`config.mk`:
```
export PLATFORM = sky130hd
export DESIGN_NAME = seq_scheduler
export DESIGN_NICKNAME = d
export VERILOG_FILES = /design/src/rtl/seq_scheduler.sv
export SDC_FILE = /design/constraint.sdc
export NUM_CORES = 1
export LEC_CHECK = 0
export BUFFER_PORTS_ARGS = -buffer_cell sky130_fd_sc_hd__buf_2
export CORE_MARGIN = 8
export CORE_UTILIZATION = 25
export DETAILED_ROUTE_END_ITERATION = 10
export SLEW_MARGIN = 20
export SYNTH_ARGS = -nofsm -noshare
export SYNTH_HDL_FRONTEND = slang
export SYNTH_SLANG_ARGS = --single-unit
```
`constraint.sdc`:
```
create_clock -name clk -period 6 [get_ports clk]
set_clock_uncertainty 0.2 [all_clocks]
set_input_delay 0.9 -clock clk [delete_from_list [all_inputs] [get_ports clk]]
set_output_delay 0.9 -clock clk [all_outputs]
set_load 0.02 [all_outputs]
```
`src/rtl/seq_scheduler.sv`:
```
// Streams a 32-bit word MSB-first into an external sequence detector,
// collecting its delayed match responses into a bitmap and hit count.
//
// Ports:
//   clk, reset         clock and synchronous active-high reset
//   in_valid/in_ready  word handshake; in_ready is high only in IDLE
//   in_data, in_len    pattern word and length (0 or >32 means 32)
//   abort              cancels a run in CLEAR, SHIFT or DRAIN
//   det_x, det_clr     serial bit and one-cycle clear to the detector
//   det_y              detector match response
//   busy, done         not-IDLE flag and one-cycle completion pulse
//   match_count/map    hit count and per-bit hit map of the last run
module seq_scheduler #(
  parameter int DET_LATENCY = 1
) (
  input  logic        clk,
  input  logic        reset,
  input  logic        in_valid,
  output logic        in_ready,
  input  logic [31:0] in_data,
  input  logic [5:0]  in_len,
  input  logic        abort,
  output logic        det_x,
  output logic        det_clr,
  input  logic        det_y,
  output logic        busy,
  output logic        done,
  output logic [5:0]  match_count,
  output logic [31:0] match_map
);

  typedef enum logic [2:0] {
    IDLE,
    CLEAR,
    SHIFT,
    DRAIN,
    DONE
  } state_t;

  localparam logic [5:0] LAT = 6'(DET_LATENCY);

  state_t      state;
  logic [31:0] data;
  logic [5:0]  len;
  logic [5:0]  pos;
  logic [5:0]  len_eff;
  logic [5:0]  idx;
  logic        hit;
  logic        last_shift;
  logic        last_drain;

  assign len_eff = (in_len == 6'd0 || in_len > 6'd32)
                 ? 6'd32 : in_len;

  // pos counts SHIFT/DRAIN cycles; the response seen now
  // belongs to the bit driven LAT cycles earlier.
  assign idx = pos - LAT;
  assign hit = (state == SHIFT || state == DRAIN)
            && (pos >= LAT) && (idx < len) && det_y;

  assign last_shift = (pos == len - 6'd1);
  assign last_drain = (pos == len + LAT - 6'd1);

  assign in_ready = (state == IDLE);
  assign busy     = (state != IDLE);
  assign done     = (state == DONE);

  always_ff @(posedge clk) begin
    if (reset) begin
      state       <= IDLE;
      data        <= '0;
      len         <= '0;
      pos         <= '0;
      det_x       <= 1'b0;
      det_clr     <= 1'b0;
      match_count <= '0;
      match_map   <= '0;
    end else begin
      // Sampling still happens on an aborting edge, so partial
      // results include the response arriving in that cycle.
      if (hit) begin
        match_map[idx[4:0]] <= 1'b1;
        match_count         <= match_count + 6'd1;
      end
      unique case (state)
        IDLE: begin
          if (in_valid) begin
            data        <= in_data;
            len         <= len_eff;
            match_count <= '0;
            match_map   <= '0;
            det_clr     <= 1'b1;
            state       <= CLEAR;
          end
        end
        CLEAR: begin
          det_clr <= 1'b0;
          pos     <= '0;
          if (abort) begin
            state <= IDLE;
          end else begin
            det_x <= data[31];
            data  <= data << 1;
            state <= SHIFT;
          end
        end
        SHIFT: begin
          pos <= pos + 6'd1;
          if (abort) begin
            det_x <= 1'b0;
            state <= IDLE;
          end else if (last_shift) begin
            det_x <= 1'b0;
            state <= (LAT == 6'd0) ? DONE : DRAIN;
          end else begin
            det_x <= data[31];
            data  <= data << 1;
          end
        end
        DRAIN: begin
          pos <= pos + 6'd1;
          if (abort) begin
            state <= IDLE;
          end else if (last_drain) begin
            state <= DONE;
          end
        end
        DONE: begin
          state <= IDLE;
        end
        default: begin
          state <= IDLE;
        end
      endcase
    end
  end

endmodule

```
# After elaboration in Yosys (flattened, before gate mapping)
# Index checks and enable logic that the tools add are counted.
# classes
add_sub_neg	6
order_cmp	5
reduce_logical	19
eq_ne	12
mux	28
bitwise_logic	1
# op_table
cell	count
$mux W32	7
$pmux W32 S3	1
$or A32 B32 Y32	1
$mux W6	4
$add A6 B1 Y6 const B	3
$sub A6 B1 Y6 const B	3
$mux W3	5
$eq A6 B6 Y1	2
$pmux W3 S4	1
$pmux W6 S2	1
$ne A2 B2 Y1 const B	4
$eq A3 B2 Y1 const B	2
$ge A6 B1 Y1 const B	1
$gt A6 B6 Y1 const B	1
$logic_not A6 Y1	1
$lt A5 B6 Y1 const B	1
$lt A6 B6 Y1	1
$ne A3 B3 Y1 const B	2
$reduce_and A2 Y1	3
$reduce_bool A2 Y1	3
$reduce_bool A3 Y1	2
$demux W1 S5	1
$ge A5 B1 Y1 const B	1
$mux W1	5
10 further kinds	15
# totals
wordCells	79
ff_bits	87
output_inout_bits	43

# Longest topological paths before layout
# logic_depth
ltp_word	9
mapped_depth	13

# Worst setup path after synthesis
# Ideal clock, no wire load.
# synth_path
kind	reg-to-reg
from	register pos[1]
to	register match_count[1]
required_time_ns	5.730
stages_incl_launch_ff	13
setup_slack_ns	3.064
period_less_slack_ns	2.936
setup_ns	0.070
arrival_ns	2.666
n_path_buf	3
path_cell_list	dfxtp_1 -> clkbuf_1 -> inv_1 -> ha_1 -> clkbuf_1 -> xnor2_1 -> inv_1 -> ha_1 -> o21ai_0 -> a21oi_1 -> clkbuf_1 -> or3b_2 -> a21oi_1
# synth_via
elab_chain_len	7
# synth_rtl
item	line_no	source
from (decl)	45	logic [5:0] pos;
from (signal assigned)	108	pos <= pos + 6'd1;
from (signal assigned)	121	pos <= pos + 6'd1;
$sub A6 B1 Y6 or $ge A6 B1 Y1 (tied branches)	57, 59	
$lt A6 B6 Y1 or $logic_and A1 B1 Y1 (tied branches)	59	&& (pos >= LAT) && (idx < len) && det_y;
$logic_and A1 B1 Y1 (*) (2 in a row)	59	
$mux W6 (*)	81	if (hit) begin
$mux W6	87	if (in_valid) begin
$mux W6 (*)	85	unique case (state)
to (signal assigned)	83	match_count <= match_count + 6'd1;
to (decl)	28	output logic [5:0] match_count,
# Mark *: on every way between the ends. The rest lies on a longest branch, timed or not.
# A chain may end at the register's enable or synchronous reset.

# Final worst setup path
# layout_path
from	register pos[1]
to	register match_map[5]
# layout_via
elab_chain_len	9
# layout_rtl
item	line_no	source
$sub A6 B1 Y6	57	assign idx = pos - LAT;
$lt A5 B6 Y1 (implied by the code) or $ge A5 B1 Y1 (tied branches)	82	match_map[idx[4:0]] <= 1'b1;
$logic_and A1 B1 Y1 (implied by the code)	82	
$mux W1 (implied by the code)	82	
$demux W1 S5	82	
$or A32 B32 Y32 (no source line)	--	
$mux W32 (*)	81	
$mux W32	87	
$mux W32 (*)	85	
to (signal assigned)	77	match_map <= '0;
to (signal, indexed assignment)	82	
to (signal assigned)	91	match_map <= '0;
to (decl)	29	output logic [31:0] match_map
# Marks and branches as above.

==> flow_metrics.env <==
export IMPL_outcome="complete, no violations"
export IMPL_htree_levels=3
export IMPL_via_per_inst=5.04
export IMPL_power_mw=1.73
export IMPL_max_cap_viol_count=0
export IMPL_synth_top_family_by_area="simple AND/OR/NAND/NOR gates"
export IMPL_nets=699
export IMPL_synth_seq_cells=87
export IMPL_wl_um=14300
export IMPL_async_flop_share=0
export IMPL_ys_warn_count=0
export IMPL_dp_hpwl_um=9720
export IMPL_clock_sinks=87
export IMPL_die_width_um=159
export IMPL_utilization=0.299
export IMPL_holdCritPathClass="reg -> reg"
export IMPL_synth_compound_area_frac=0.211
export IMPL_synthCells=592
export IMPL_cts_setup_buffers=0
export IMPL_syn_area_per_cell_um2=8.66
export IMPL_vias=4627
export IMPL_layout_drive_gt1_share=0.285
export IMPL_nFillCells=2159
export IMPL_ys_flop_type="dfxtp_1"
export IMPL_layout_setup_ws_ns=2.46
export IMPL_final_cell_mix="nand3_1, dfxtp_1, buf_2, nand2_1, nor4_1"
export IMPL_syn_area_um2=5130
export IMPL_start_util=0.254
export IMPL_start_kind="register"
export IMPL_critPathKind="reg -> reg"
export IMPL_muxShareOfSynthArea=0.0742
export IMPL_die_y_um=159
export IMPL_synth_edf_count=0
export IMPL_dieArea_um2=25300
export IMPL_hold_buffers=0
export IMPL_detailedPlace_worstSlack_ns=2.48
export IMPL_sequentialPowerShare=0.397
export IMPL_worstPathArrival_ns=3.58
export IMPL_cts_made_buffers=9
export IMPL_clkSlewWorstSetupHoldPaths_ns=0.07
export IMPL_antenna_found_initial=1
export IMPL_stdcell_count=918
export IMPL_p_sw_frac=0.342
export IMPL_grt_pass1_vias=4381
export IMPL_port_buffers=85
export IMPL_synth_nets=648
export IMPL_gp_congestion=0.799
export IMPL_cts_max_path_buffers=2
export IMPL_worst_pin_slew_ns=1.07
export IMPL_crit_required_ns=6.04
export IMPL_pwr_density_cell_nw_per_um2=286
export IMPL_finalHoldViolCount=0
export IMPL_drt_iter0_drc=366
export IMPL_dp_cells=902
export IMPL_synthAdderAreaFrac=0.0317
export IMPL_rsz0062_at_grt="no"
export IMPL_rows=52
export IMPL_whs_ns=0.270
export IMPL_ir_drop_mv=0.135
export IMPL_max_freq_mhz=282
export IMPL_postLayoutCellArea_um2=6040
export IMPL_power_frac_clock=0.324
export IMPL_power_switching_mw=0.592
export IMPL_period_needed_ns=3.54
export IMPL_grt_usage=0.111
export IMPL_post_route_period_util=0.590
export IMPL_maxSlewHeadroom=0.287
export IMPL_coreArea_um2=20200
export IMPL_grt_max_degree=63
export IMPL_overflow=0
export IMPL_p_int_mw=1.14
export IMPL_final_common_cell="nand3_1"
export IMPL_routedWlPerCell_um=15.6
export IMPL_synth_simple_gate_area_share=0.260
export IMPL_path_max_fanout=23
export IMPL_dpl_cell_area_um2=5730
export IMPL_power_frac_comb=0.279
export IMPL_dr_pass1_iters=5
export IMPL_tns_ns=0
export IMPL_leakage_nw=2.14
export IMPL_antenna_left=0
export IMPL_n_antenna_cell=0
export IMPL_clockRootBuffer="clkbuf_16"
export IMPL_synth_seq_area_share=0.340
export IMPL_setup_viol=0
export IMPL_clock_latency_ns=0.35
export IMPL_ios=86
export IMPL_synth_distinct_cells=50
export IMPL_ctsResizeCount=0
export IMPL_drcViolationCount=0
export IMPL_cts_tree="done"
export IMPL_synth_xor_area_frac=0.0256
export IMPL_grt_pass1_wl_um=23500
export IMPL_cp_end_kind="register"
export IMPL_area_delta_synth_final_pct=17.8
export IMPL_slew_violations=0
-- layout make-up --
| class | instances | area, um2 | area share |
|---|---|---|---|
| Multi-Input combinational cell | 436 | 3110 | 0.515 |
| Sequential cell | 87 | 1740 | 0.288 |
| Timing Repair Buffer | 94 | 493 | 0.0817 |
| Tap cell | 270 | 338 | 0.0560 |
| Clock buffer | 9 | 225 | 0.0373 |
| Clock inverter | 7 | 71.3 | 0.0118 |
| Inverter | 15 | 56.3 | 0.00933 |
-- cell usage after synthesis (4+ instances only) --
library cell,instances,area [um2]
a21oi_1,16,80.1
a22oi_1,4,30.0
a41oi_2,29,472
buf_2,7,35.0
buf_6,4,45.0
clkbuf_1,43,161
dfxtp_1,87,1740
ha_1,13,163
inv_1,15,56.3
mux2_2,32,360
nand2_1,52,195
nand2b_1,6,37.5
nand3_1,100,500
nor2_1,25,93.8
nor2b_1,4,25.0
nor3_1,11,55.1
nor3b_1,10,75.1
nor4_1,34,213
o21a_1,33,248
o21ai_0,5,25.0
or3_1,5,31.3
or4_1,4,30.0
xnor2_1,12,105
-- worst max-delay path, cell delays in order, from the launching register on --
cell and delay (ns):
dfxtp_1 0.56, inv_1 0.15, ha_1 0.32, xnor2_1 0.31, inv_1 0.14, ha_1 0.29, o21ai_0 0.09, a21oi_2 0.71
buf_4 0.38, nor4_1 0.09, o21a_1 0.20
-- registers in the layout (all words and copies together) (netlist names) --
name,cells
pos,6
det_x,1
state,3
match_count,6
det_clr,1
len,6
match_map,32
data,32
-- metal layers --
| metal | vias to the layer above | GRT usage | wire length, um |
|---|---|---|---|
| met5 | - | 0 | 10 |
| li1 | 2300 | - | - |
| met1 | 2210 | 0.150 | 6790 |
| met3 | 12 | 0.0189 | 546 |
| met2 | 103 | 0.175 | 6780 |
| met4 | 2 | 0.0360 | 175 |
-- power groups by stage --
stage | sequential, mW | clock [mW] | combinational (mW)
6_report | 0.686 | 0.561 | 0.482
5_1_grt | 0.696 | 0.604 | 0.538
4_1_cts | 0.685 | 0.582 | 0.485
3_5_place_dp | 0.698 | 0 | 0.483
3_3_place_gp | 0.696 | 0 | 0.479
2_1_floorplan | 0.683 | 0 | 0.389
-- final timing paths --
kind / slack, ns / end / from / cells past startpoint
hold / removal: 0.27 / match_map[12] / match_map[12] / 1
setup / recovery: 2.46 / match_map[5] / pos[1] / 10
hold reg to reg: 0.27 / match_map[12] / match_map[12] / 1
setup reg to reg: 2.46 / match_map[5] / pos[1] / 10
-- logic make-up after synthesis --
logic type               after synthesis
AO/OA/AOI/OAI                        114
multiplexers                          34
flip-flops                            87
adder cells (fa/ha/maj)               13
buffers and inverters                 69
AND/OR/NAND/NOR                      260
XOR/XNOR                              15
Note: power is estimated with default switching activity, not from simulation.
